`config.mk`:
```
export PLATFORM = sky130hd
export DESIGN_NAME = id_ex_reg
export DESIGN_NICKNAME = d
export VERILOG_FILES = /design/src/rtl/id_ex_reg_pkg.sv /design/src/rtl/id_ex_reg_pipe_reg.sv /design/src/rtl/id_ex_reg.sv
export SDC_FILE = /design/constraint.sdc
export NUM_CORES = 1
export LEC_CHECK = 0
export CORE_AREA = 2 2 132 134
export CTS_CLUSTER_DIAMETER = 30
export CTS_CLUSTER_SIZE = 24
export DETAILED_ROUTE_END_ITERATION = 12
export DIE_AREA = 0 0 134 136
export HOLD_SLACK_MARGIN = 0.15
export PLACE_DENSITY = 0.82
export SLEW_MARGIN = 20
export SYNTH_ARGS = -nofsm -noshare
export SYNTH_HDL_FRONTEND = slang
export SYNTH_SLANG_ARGS = --single-unit
```
`constraint.sdc`:
```
create_clock -name clk -period 9.24 [get_ports clk]
set_clock_uncertainty 0.15 [all_clocks]
set_input_delay 1.848 -clock clk [delete_from_list [all_inputs] [get_ports clk]]
set_output_delay 1.848 -clock clk [all_outputs]
set_load 0.01 [all_outputs]
```
`src/rtl/id_ex_reg_pkg.sv`:
```
// Shared pipeline constants for the MIPS pipeline registers.
// These are the bubble/reset values and the Tnew field width.
package id_ex_reg_pkg;

  localparam logic [31:0] NOP_INSTR    = 32'h0000_0000;
  localparam logic [31:0] PC_RESET_DEF = 32'h0000_3000;
  localparam int          TNEW_W_DEF   = 2;

endpackage

```
`src/rtl/id_ex_reg_pipe_reg.sv`:
```
// Single pipeline field: an async-reset flop with hold enable and a synchronous clear.
// The clear loads RST_VAL, so a bubble looks exactly like the post-reset state.
module id_ex_reg_pipe_reg #(
  parameter int               WIDTH   = 32,
  parameter logic [WIDTH-1:0] RST_VAL = '0
) (
  input  logic             clk_i,
  input  logic             rst_i,
  input  logic             en_i,
  input  logic             clr_i,
  input  logic [WIDTH-1:0] d_i,
  output logic [WIDTH-1:0] q_o
);

  logic [WIDTH-1:0] q_q;

  // clr outranks en, and d_i is never sampled while clr is high, so X inputs cannot leak
  always_ff @(posedge clk_i or posedge rst_i) begin
    if (rst_i) begin
      q_q <= RST_VAL;
    end else if (clr_i) begin
      q_q <= RST_VAL;
    end else if (en_i) begin
      q_q <= d_i;
    end
  end

  assign q_o = q_q;

endmodule

```
`src/rtl/id_ex_reg.sv`:
```
// ID/EX pipeline register: holds D-stage results for the E stage, with freeze (en=0)
// and bubble insertion (clr=1). Tnew is aged by one stage as it is captured.
module id_ex_reg
  import id_ex_reg_pkg::*;
#(
  parameter logic [31:0] PC_RESET = PC_RESET_DEF,
  parameter int          TNEW_W   = TNEW_W_DEF
) (
  input  logic              clk,
  input  logic              reset,
  input  logic              en,
  input  logic              clr,
  input  logic [31:0]       d_instr,
  input  logic [31:0]       d_pc,
  input  logic [31:0]       d_rs_data,
  input  logic [31:0]       d_rt_data,
  input  logic [31:0]       d_e32,
  input  logic [4:0]        d_a3,
  input  logic [TNEW_W-1:0] d_tnew,
  output logic [31:0]       e_instr,
  output logic [31:0]       e_pc,
  output logic [31:0]       e_rs_data,
  output logic [31:0]       e_rt_data,
  output logic [31:0]       e_e32,
  output logic [4:0]        e_a3,
  output logic [TNEW_W-1:0] e_tnew,
  output logic              e_valid
);

  logic [TNEW_W-1:0] tnew_d;

  // Saturating decrement: a result already ready in D stays ready in E
  always_comb begin
    tnew_d = '0;
    if (d_tnew != '0) begin
      tnew_d = d_tnew - TNEW_W'(1);
    end
  end

  id_ex_reg_pipe_reg #(.WIDTH(32), .RST_VAL(NOP_INSTR)) u_instr (
    .clk_i(clk), .rst_i(reset), .en_i(en), .clr_i(clr), .d_i(d_instr), .q_o(e_instr)
  );

  id_ex_reg_pipe_reg #(.WIDTH(32), .RST_VAL(PC_RESET)) u_pc (
    .clk_i(clk), .rst_i(reset), .en_i(en), .clr_i(clr), .d_i(d_pc), .q_o(e_pc)
  );

  id_ex_reg_pipe_reg #(.WIDTH(32), .RST_VAL(32'h0)) u_rs_data (
    .clk_i(clk), .rst_i(reset), .en_i(en), .clr_i(clr), .d_i(d_rs_data), .q_o(e_rs_data)
  );

  id_ex_reg_pipe_reg #(.WIDTH(32), .RST_VAL(32'h0)) u_rt_data (
    .clk_i(clk), .rst_i(reset), .en_i(en), .clr_i(clr), .d_i(d_rt_data), .q_o(e_rt_data)
  );

  id_ex_reg_pipe_reg #(.WIDTH(32), .RST_VAL(32'h0)) u_e32 (
    .clk_i(clk), .rst_i(reset), .en_i(en), .clr_i(clr), .d_i(d_e32), .q_o(e_e32)
  );

  id_ex_reg_pipe_reg #(.WIDTH(5), .RST_VAL(5'd0)) u_a3 (
    .clk_i(clk), .rst_i(reset), .en_i(en), .clr_i(clr), .d_i(d_a3), .q_o(e_a3)
  );

  id_ex_reg_pipe_reg #(.WIDTH(TNEW_W), .RST_VAL('0)) u_tnew (
    .clk_i(clk), .rst_i(reset), .en_i(en), .clr_i(clr), .d_i(tnew_d), .q_o(e_tnew)
  );

  // A captured slot is always a real instruction; bubbles come only from reset/clr
  id_ex_reg_pipe_reg #(.WIDTH(1), .RST_VAL(1'b0)) u_valid (
    .clk_i(clk), .rst_i(reset), .en_i(en), .clr_i(clr), .d_i(1'b1), .q_o(e_valid)
  );

endmodule
```
# After elaboration in Yosys (flattened, before gate mapping)
# Cells that the tools add are included.
# W data, S select, Z words.
[classes] add_sub_neg=1 n_mux=17 n_reduce_logical=2
[ops] operator="$mux W32" n=10
[ops] operator="$mux W5" n=2
[ops] operator="$mux W2" n=3
[ops] operator="$reduce_bool A2 Y1" n=2
[ops] operator="$mux W1" n=2
[ops] operator="$sub A2 B1 Y2 const B" n=1
[totals] reg_bits=168 output_inout_bits=168 word_cells=28

# Longest topological paths before layout
# Gate-level depths: netlist of run 1.
[depth] depth_word=4 ltp_mapped=5 depth_no_buf=2

# Hierarchy
# A second synthesis of run 1 with hierarchy kept.
[unflattened] cells_unflattened=551 hier_area_um2=6995.5
[by_module_without_submodules] module="id_ex_reg_pipe_reg at u_e32 ..." instances=4 cells_per_inst=104 area_per_inst_um2=1327.5
[by_module_without_submodules] module="id_ex_reg_pipe_reg at u_pc" instances=1 cells_per_inst=104 area_per_inst_um2=1332.5
[by_module_without_submodules] module="id_ex_reg_pipe_reg at u_a3" instances=1 cells_per_inst=17 area_per_inst_um2=209.0
[by_module_without_submodules] module="id_ex_reg_pipe_reg at u_tnew" instances=1 cells_per_inst=7 area_per_inst_um2=81.3
[by_module_without_submodules] module="id_ex_reg_pipe_reg at u_valid" instances=1 cells_per_inst=4 area_per_inst_um2=42.5
[by_module_without_submodules] module="id_ex_reg" instances=1 cells_per_inst=3 area_per_inst_um2=20.0

# Worst setup path after synthesis of run 1
# Ideal clock, no wire load.
[synth_timing] kind="input to register" startpoint="input en" endpoint="register u_instr.q_q[0], in the netlist u_instr.q_o[0]" setup_time_ps=132 arrival_ps=2530 required_ps=8958 setup_slack_ps=6428 cell_stages=5 path_buffers=3 path_cell_list="buf_4 -> buf_8 -> buf_8 -> mux2i_1 -> nor2_1"
[synth_via] elab_chain_cells=1
[synth_lines] element="start: declaration" line="id_ex_reg.sv:11" text="input logic en,"
[synth_lines] element="$reduce_bool A2 Y1 (no line)"
[synth_lines] element="end signal: assignment" line="id_ex_reg_pipe_reg.sv:24" text="q_q <= d_i;"
[synth_lines] element="end: declaration" line="id_ex_reg_pipe_reg.sv:15" text="logic [WIDTH-1:0] q_q;"
# No other way between the ends.
# A chain may end at the register's enable or synchronous reset.

# Worst setup path after layout of run 1
[layout_timing] startpoint="input en" endpoint="register u_e32.q_q[6], in the netlist u_e32.q_o[6]"
[layout_via] elab_chain_cells=1
[layout_lines] element="$reduce_bool A2 Y1 (no line)"
[layout_lines] element="end signal: assignment" line="id_ex_reg_pipe_reg.sv:24"
[layout_lines] element="end: declaration" line="id_ex_reg_pipe_reg.sv:15"
# No other way between the ends.

==> summary.md, run 1 <==
| Metric | Value |
|---|---|
| Mapped Nets | 716 |
| Seq/Total Area, Yosys | 61.6% |
| Worst slew pin tran | 1.09 ns |
| Largest net degree at the start of global routing | 94 |
| Nets | 1,039 |
| Routed Antenna Nets | 0 |
| Vias in the first global route | 5,175 |
| R2R Setup Slk | 8.26 ns |
| CTS Hold Bufs | 0 |
| Dpl ws | around 5.1 ns |
| GRT Max-Usage Layer | met2 |
| # setup viols final | 0 |
| Hold_ws | 0.348 ns |
| Die H | 136 um |
| Buffer depth of the longest clock path | 2 |
| Hold path depth | 2 |
| Achievable frequency | approximately 0.28 GHz |
| Inserted Clock Buffers | 17 |
| N_diodes | 0 |
| Mean Syn Cell Area | around 13 um^2 |
| Sum Neg Setup Slack | 0 ns |
| WL/cell | 16.5 um |
| Post-synth top area cell | dfrtp_1 |
| Critical path peak fanout | between 60 and 70 |
| Post-route cell area | around 11,000 um^2 |
| Status | completed |
| Clk_lat worst skew | 0.42 ns |
| CTS tree | yes |
| Count of cell types in the netlist | 16 |
| CP Class | primary input to flop |
| Count of pins over their slew limit | 0 |
| # rows | 48 |
| Ys Warns | 0 |
| Hold path startpoint | u_valid.q_o$_DFFE_PP0P_ |
| VDD IR max | ~0.00012 V |
| Filler instances | between 1,000 and 1,500 |
| Min-Delay Path Class | flop to flop |
| Crit. End Element | flop |
| Hold Path Sink | u_valid.q_o$_DFFE_PP0P_ |
| # IOs | roughly 340 |
| Reg2reg start | u_pc.q_o[13]$_DFFE_PP1P_ |
| Post-cts resize count | 0 |
| Final Hold Viols | 0 |
| Area after DPL | 10,200 um^2 |
| PwrDens | 167 nW/um^2 |
| Cell count of the worst reg-to-reg path | 2 |
| Max-cap violation count | 0 |
| Mapped Cells | 545 |
| Unrepaired setup endpoints after global routing | no |
| Initial antenna violation count | 0 |
| Proportion of netlist area held by the largest area contributor | 60.8% |
| GR Overflow Total | 0 |
| GR met2 Demand/Resource | approximately a third |
| DRT Pass-1 Iters | 4 |
| Mapped Area | between 6000 and 7000 um^2 |
| WP data arrival | about 3.7 ns |
| GPL Wtd Cong | 0.766 |
| WL final | between 15 and 20 mm |
| Clk sinks | 168 |
| Die area | 18,200 um^2 |
| RR Endpoint | u_pc.q_o[13]$_DFFE_PP1P_ |
| Crit share post-route | 39.3% |
| Residual DRC count | 0 |
| Hpwl dp | 12.6 mm |
| H-tree levels | 4 |
| Kind of start point of the critical path | primary input |
| Synth-to-Final Area Change | 58.4% |
| Vias | ~5,200 |
| GR Util met3 | 6.94% |
| Global-route wire length before repair | 27.7 mm |
| Critical Path RT | 9.35 ns |
| GR Util met1 | 23.6% |
| Clock root cell | clkbuf_16 |
| Die W | 134 um |
| P_leak | 0.00507 uW |
| Initial Util | 40.5% |
| Via density | between 4 and 5 |
| Worst-path clk slew | around 0.060 ns |
| Layout cell share with drive strength beyond 1 | under 10% |
| Initial DRC count | 169 |
| Slew HR | 27.5% |
| Total core area | 16,900 um^2 |
| GRT Util Overall | about 20% |
| Setup ws final | 5.61 ns |
| FF+latch count, synth | about 170 |
| Min Tclk post-route | 3.63 ns |
| Port buffer count | 338 |
| # Post-CTS Setup Buffers | 0 |
| Top cells by area, synth | dfrtp_1 61%, mux2i_1 24%, nor2_1 9.1%, buf_8 2.4%, buf_4 0.77% |
-- placed cells by master, fill, tap and decap left out, drive strengths merged --
cell type / n
nor2: 165
clkbuf: 24
a21oi: 2
dfstp: 2
clkdlybuf4s50: 336
nor2b: 2
dfrtp: 166
nand2b: 2
clkinvlp: 4
nand3b: 1
bufinv: 3
a211o: 2
mux2i: 163
nand3: 1
buf: 5
inv: 1
-- cells in the mapped netlist --
master,n
buf_8,11
nand3_1,1
nor2_1,165
buf_4,7
dfrtp_1,166
nand2b_1,2
buf_2,8
inv_1,1
mux2i_1,163
clkbuf_1,11
nor2b_1,2
a21oi_1,2
dfstp_2,2
nand3b_1,1
buf_1,1
a211o_1,2
-- state kept, by name (all words and copies together) (netlist names) --
| name | count |
|---|---|
| u_pc.q_o | 32 |
| u_valid.q_o | 1 |
| u_rt_data.q_o | 32 |
| u_e32.q_o | 32 |
| u_a3.q_o | 5 |
| u_instr.q_o | 32 |
| u_rs_data.q_o | 32 |
| u_tnew.q_o | 2 |
-- how the worst max path moves through the flow --
| stage | from | end | slack, ns |
|---|---|---|---|
| finish | en | u_e32.q_o[6]$_DFFE_PP0P_ | 5.61 |
| global route | reset | u_instr.q_o[17]$_DFFE_PP0P_ | 5.31 |
| CTS | reset | u_pc.q_o[18]$_DFFE_PP0P_ | 5.53 |
| detailed placement | reset | u_instr.q_o[21]$_DFFE_PP0P_ | 5.08 |
| global placement | reset | u_instr.q_o[1]$_DFFE_PP0P_ | 5.05 |
| floorplan | reset | u_a3.q_o[0]$_DFFE_PP0P_ | 2.70 |
-- metrics by stage --
step,instances,power (uW),util [%]
after floorplan,545,937,-
after global placement,1074,1110,60.6
after detailed placement,1074,1110,60.6
after CTS,1104,1830,64.1
after global routing,1104,1880,64.1
final,1104,1810,64.1
-- cells by family after synthesis --
family	share of synthesized area (%)
simple gates	9.62
flops	61.6
mux	23.9
buf+inv	4.49
compound gates	0.403
-- cell type report --
| type | count | area (um^2) | area share, % |
|---|---|---|---|
| sequential | 168 | 4210 | 38.9 |
| timing repair buffer | 342 | 3410 | 31.6 |
| multi-input combinational | 338 | 2320 | 21.4 |
| clock buffer | 23 | 468 | 4.33 |
| tap | 225 | 282 | 2.60 |
| clock inverter | 7 | 120 | 1.11 |
| inverter | 1 | 8.76 | 0.0810 |
-- metal layers --
layer,wire length [um],part of all wire (%),up-vias
li1,-,-,2454
met2,8830,49,223
met1,7310,40,2469
met3,1560,8.6,33
met5,0,0,-
met4,459,2.5,0
-- critical path, stage by stage --
cell      delay (ns)
clkbuf_8        0.51
buf_4           0.93
mux2i_1         0.29
nor2_1          0.07
-- where the power goes --
group	total (uW)	internal [uW]	leakage, uW	switching, uW
clock	711	437	0.000272	274
sequential	800	778	0.00222	22.6
combinational	297	175	0.00257	121
Note: power is estimated with default switching activity, not from simulation.
==> inputs of run 2 (changes only) <==
--- a/config.mk
+++ b/config.mk
@@ -5,13 +5,12 @@
 export SDC_FILE = /design/constraint.sdc
 export NUM_CORES = 1
 export LEC_CHECK = 0
-export CORE_AREA = 2 2 132 134
+export CORE_UTILIZATION = 37
 export CTS_CLUSTER_DIAMETER = 30
 export CTS_CLUSTER_SIZE = 24
 export DETAILED_ROUTE_END_ITERATION = 12
-export DIE_AREA = 0 0 134 136
 export HOLD_SLACK_MARGIN = 0.15
-export PLACE_DENSITY = 0.82
+export PLACE_DENSITY = 0.79
 export SLEW_MARGIN = 20
 export SYNTH_ARGS = -nofsm -noshare
 export SYNTH_HDL_FRONTEND = slang
==> constraint.sdc (replaced) <==
create_clock -name clk -period 2.9 [get_ports clk]
set_clock_uncertainty 0.15 [all_clocks]
set_input_delay 0.58 -clock clk [delete_from_list [all_inputs] [get_ports clk]]
set_output_delay 0.58 -clock clk [all_outputs]
set_load 0.01 [all_outputs]
==> summary.md, run 2 (synthesis results as in run 1) <==
| Metric | Value |
|---|---|
| Die area | 19,000 um^2 |
| Total core area | approximately 18,000 um^2 |
| GPL Wtd Cong | a little under 0.8 |
| Buffer depth of the longest clock path | 2 |
| Unrepaired setup endpoints after global routing | no |
| # IOs | 339 |
| Global-route wire length before repair | 27.9 mm |
| Status | completed |
| Clk sinks | 168 |
| Layout cell share with drive strength beyond 1 | between 5 and 6% |
| N_diodes | 0 |
| CTS Hold Bufs | 0 |
| Worst-path clk slew | approximately 0.070 ns |
| CP Class | flop to output port |
| DRT Pass-1 Iters | 4 |
| Largest net degree at the start of global routing | 169 |
| Via density | about 4.7 |
| Initial Util | 37.9% |
| Synth-to-Final Area Change | 61.0% |
| Routed Antenna Nets | 0 |
| Post-cts resize count | 0 |
| Count of pins over their slew limit | 0 |
| Crit. End Element | output port |
| GR Overflow Total | 0 |
| GRT Util Overall | 19.4% |
| Hold_ws | 0.340 ns |
| Residual DRC count | 0 |
| Area after DPL | 10,400 um^2 |
| Commonest cells after routing, fill and taps aside | 336 x clkdlybuf4s50_1, 166 x dfrtp_1, 165 x nor2_1 |
| Family with the most delay on the worst path | buffers and inverters |
| Min-Delay Path Class | flop to flop |
| Critical Path RT | 2.17 ns |
| Die W | about 140 um |
| H-tree levels | 4 |
| Inserted Clock Buffers | 17 |
| Worst path bufs/invs | 1 |
| # Post-CTS Setup Buffers | 0 |
| Crit share post-route | 77.2% |
| Initial DRC count | 192 |
| Post-route cell area | roughly 11,000 um^2 |
| CTS tree | yes |
| PwrDens | about 530 nW/um^2 |
| Vias | between 5,000 and 6,000 |
| Hpwl dp | 13.0 mm |
| Slew HR | 49.3% |
| Slowest cell on crit path | clkdlybuf4s50_1 |
| Critical Path Max Stage Delay | 0.57 ns |
| WL/cell | around 17 um |
| Final Hold Viols | 0 |
| WP data arrival | 1.51 ns |
| Sum Neg Setup Slack | 0 ns |
| Commonest non-fill, non-tap cell in the layout | clkdlybuf4s50_1 |
| VDD IR max | around 0.00053 V |
| Kind of start point of the critical path | flop |
| Nets | 1,050 |
| Achievable frequency | about 0.45 GHz |
| Crit-path cells | clkdlybuf4s50_1 |
| Worst slew pin tran | 0.761 ns |
| P_leak | 0.00516 uW |
| Clk_lat worst skew | 0.41 ns |
| Critical path peak fanout | 2 |
| Port buffer count | between 300 and 400 |
| Clock root cell | clkbuf_16 |
| Min Tclk post-route | between 2 and 2.5 ns |
| Vias in the first global route | between 5,000 and 6,000 |
| Die H | 138 um |
| # rows | roughly 50 |
| Final core utilization | 61.0% |
| WL final | 18.7 mm |
| # setup viols final | 0 |
| Initial antenna violation count | 0 |
| Max-cap violation count | 0 |
## run 2: cell count changes in the layout (fill, tap and decap cells not counted)
cell,delta
clkbuf_8,-2
inv_6,+1
clkinv_4,+2
inv_8,+2
clkbuf_1,-1
buf_4,+5
clkinv_2,+1
clkinvlp_4,-1
buf_12,+6
## run 2: path summary, 6_finish.rpt
check	startpoint	endpoint	slack, ns	cells past startpoint
max in group asynchronous	reset	u_pc.q_o[12]$_DFFE_PP1P_	1.44	3
min in group asynchronous	reset	u_pc.q_o[11]$_DFFE_PP0P_	0.48	2
worst max register to register	u_pc.q_o[13]$_DFFE_PP1P_	u_pc.q_o[13]$_DFFE_PP1P_	1.93	2
worst max-delay path	u_pc.q_o[12]$_DFFE_PP1P_	e_pc[12]	0.66	1
worst min register to register	u_valid.q_o$_DFFE_PP0P_	u_valid.q_o$_DFFE_PP0P_	0.34	2
worst min-delay path	u_valid.q_o$_DFFE_PP0P_	u_valid.q_o$_DFFE_PP0P_	0.34	2
## run 2: per-stage QoR
step,setup WS (ns),power (uW),instances
5_1_grt,0.628,6100,1121
4_1_cts,0.648,5930,1121
3_3_place_gp,0.827,3550,1089
3_5_place_dp,0.790,3560,1089
2_1_floorplan,0.0309,2990,545
6_report,0.661,5870,1121
## run 2: layout make-up
cell class                 count  area (um^2)
fill                        1478         7030
sequential                   168         4210
timing repair buffer         353         3570
multi-input combinational    338         2320
clock buffer                  20          437
tap                          229          287
clock inverter                12          168
inverter                       1         7.51
## run 2: routing by layer
metal / part of all wire [%] / track usage, % / wire length [um]
met5: 0 / 0 / 0
met4: 1.5 / 6.34 / 283
met3: 9.9 / 7.38 / 1840
met2: 48 / 32.3 / 9050
met1: 40 / 22.9 / 7490
## run 2: report_power, final
part,internal [uW],switching [uW]
sequential,2480,72.9
clock,1380,981
combinational,576,392
total,4430,1450
==> inputs of run 3 (changes only) <==
==> constraint.sdc (replaced) <==
create_clock -name clk -period 1.8 [get_ports clk]
set_clock_uncertainty 0.15 [all_clocks]
set_input_delay 0.36 -clock clk [delete_from_list [all_inputs] [get_ports clk]]
set_output_delay 0.36 -clock clk [all_outputs]
set_load 0.01 [all_outputs]
==> summary.md, run 3 (synthesis results as in run 1) <==
| Metric | Value |
|---|---|
| Clk sinks | 168 |
| FF+latch area | around 4200 um^2 |
| WP data arrival | ~1.2 ns |
| Multi-input logic area | 2320 um^2 |
| Final Hold Viols | 0 |
| Worst-path clk slew | 0.07 ns |
| N_diodes | 0 |
| Kind of start point of the critical path | flop |
| Max-cap violation count | 0 |
| Die H | 138 um |
| Largest net degree at the start of global routing | 60 |
| Nets | between 1,000 and 1,500 |
| DP Cell Count | 1,094 |
| Slowest cell on crit path | dfstp_2 |
| Filler instances | 1,531 |
| Crit-path cells | dlygate4sd2_1 |
| Initial Util | a little under two fifths |
| Worst slew pin tran | between 0.3 and 0.4 ns |
| Layout cell share with drive strength beyond 1 | 6.24% |
| # rows | roughly 50 |
| Status | completed |
| Critical path peak fanout | 2 |
| Buffer depth of the longest clock path | 2 |
| Die area | 19,000 um^2 |
| Crit share post-route | 95.8% |
| Vias in the first global route | around 5,300 |
| Die W | between 100 and 150 um |
| Family with the most delay on the worst path | flip-flops |
| GR Overflow Total | 0 |
| CP Class | flop to output port |
| Vias | 5,255 |
| Non-Filler Instances | about 1,100 |
| Inserted Clock Buffers | 17 |
| WL final | around 19 mm |
| GRT Util Overall | 19.4% |
| Synth-to-Final Area Change | 58.7% |
| Commonest cells after routing, fill and taps aside | 168 x clkdlybuf4s50_1, 168 x dlygate4sd2_1, 166 x dfrtp_1 |
| WL/cell | 16.6 um |
| # setup viols final | 0 |
| VDD IR max | 0.000602 V |
| Initial DRC count | 204 |
| H-tree levels | 4 |
| Achievable frequency | approximately 0.58 GHz |
| Sum Neg Setup Slack | 0 ns |
| Hold path startpoint | clr |
| Reg2reg start | u_pc.q_o[12]$_DFFE_PP1P_ |
| PwrDens | ~840 nW/um^2 |
| Critical Path Source | u_pc.q_o[12]$_DFFE_PP1P_ |
| Min Tclk post-route | 1.73 ns |
| Clk_lat worst skew | 0.41 ns |
| Worst path bufs/invs | 1 |
| GPL Wtd Cong | 0.753 |
| Area after DPL | 10,500 um^2 |
| Global-route wire length before repair | between 20 and 30 mm |
| DRT Pass-1 Iters | 4 |
| Total core area | 18,000 um^2 |
| # IOs | 339 |
| Hpwl dp | roughly 14 mm |
| Clock root cell | clkbuf_16 |
| Routed Antenna Nets | 0 |
| Via density | 4.67 |
| P_leak | around 0.0058 uW |
| Critical Path RT | 1.29 ns |
| Unrepaired setup endpoints after global routing | no |
| Min-Delay Path Class | primary input to flop |
| Post-route cell area | approximately 11,000 um^2 |
| Port buffer count | 338 |
| Critical Path Max Stage Delay | ~0.54 ns |
| Slew HR | 73.9% |
| R2R Setup Slk | roughly 0.80 ns |
| CTS Hold Bufs | 0 |
| Crit. End Element | output port |
| Initial antenna violation count | 0 |
| Count of pins over their slew limit | 0 |
| CTS tree | yes |
| Residual DRC count | 0 |
==> run 3: final timing paths <==
check                                                end  depth (start not counted)
max                                             e_pc[12]                          1
min                        u_rt_data.q_o[15]$_DFFE_PP0P_                          2
max reg2reg                     u_pc.q_o[12]$_DFFE_PP1P_                          2
min reg2reg                      u_valid.q_o$_DFFE_PP0P_                          2
max in group asynchronous    u_instr.q_o[16]$_DFFE_PP0P_                          4
min in group asynchronous  u_rt_data.q_o[27]$_DFFE_PP0P_                          3
==> run 3: per-stage QoR <==
step	hold slack, ns	power [uW]	setup WS (ns)	utilization [%]
floorplan	0.336	4810	-0.849	-
global placement	0.325	5740	0.262	58.1
detailed placement	0.355	5770	0.245	58.1
CTS	0.155	9220	0.0563	60.1
global route	0.172	9490	0.0308	60.1
finish	0.163	9100	0.0748	60.1
==> run 3: repair_timing <==
item                                    CTS  global route
endpoints found under the setup margin  168             0
setup buffers                             0             0
resized for setup                       168             0
==> run 3: power breakdown <==
group          leakage, uW  switching [uW]  internal (uW)
logic              0.00331             635            793
registers          0.00222             107           3990
clock network     0.000273            1630           1950
total              0.00580            2370           6730
==> run 3: final cells by class <==
type,count,share of cell area (%)
multi-input combinational,338,21.4
inverter,1,0.0693
tap,229,2.64
sequential,168,38.8
clock buffer,18,3.96
clock inverter,14,1.29
timing repair buffer,358,31.8
==> run 3: layer usage <==
layer  track usage [%]  wire [um]  up-vias
li1                  -          -     2484
met1              22.4       7140     2515
met2              32.8       9230      228
met3              7.02       1890       28
met4              7.31        457        0
met5                 0          0        -
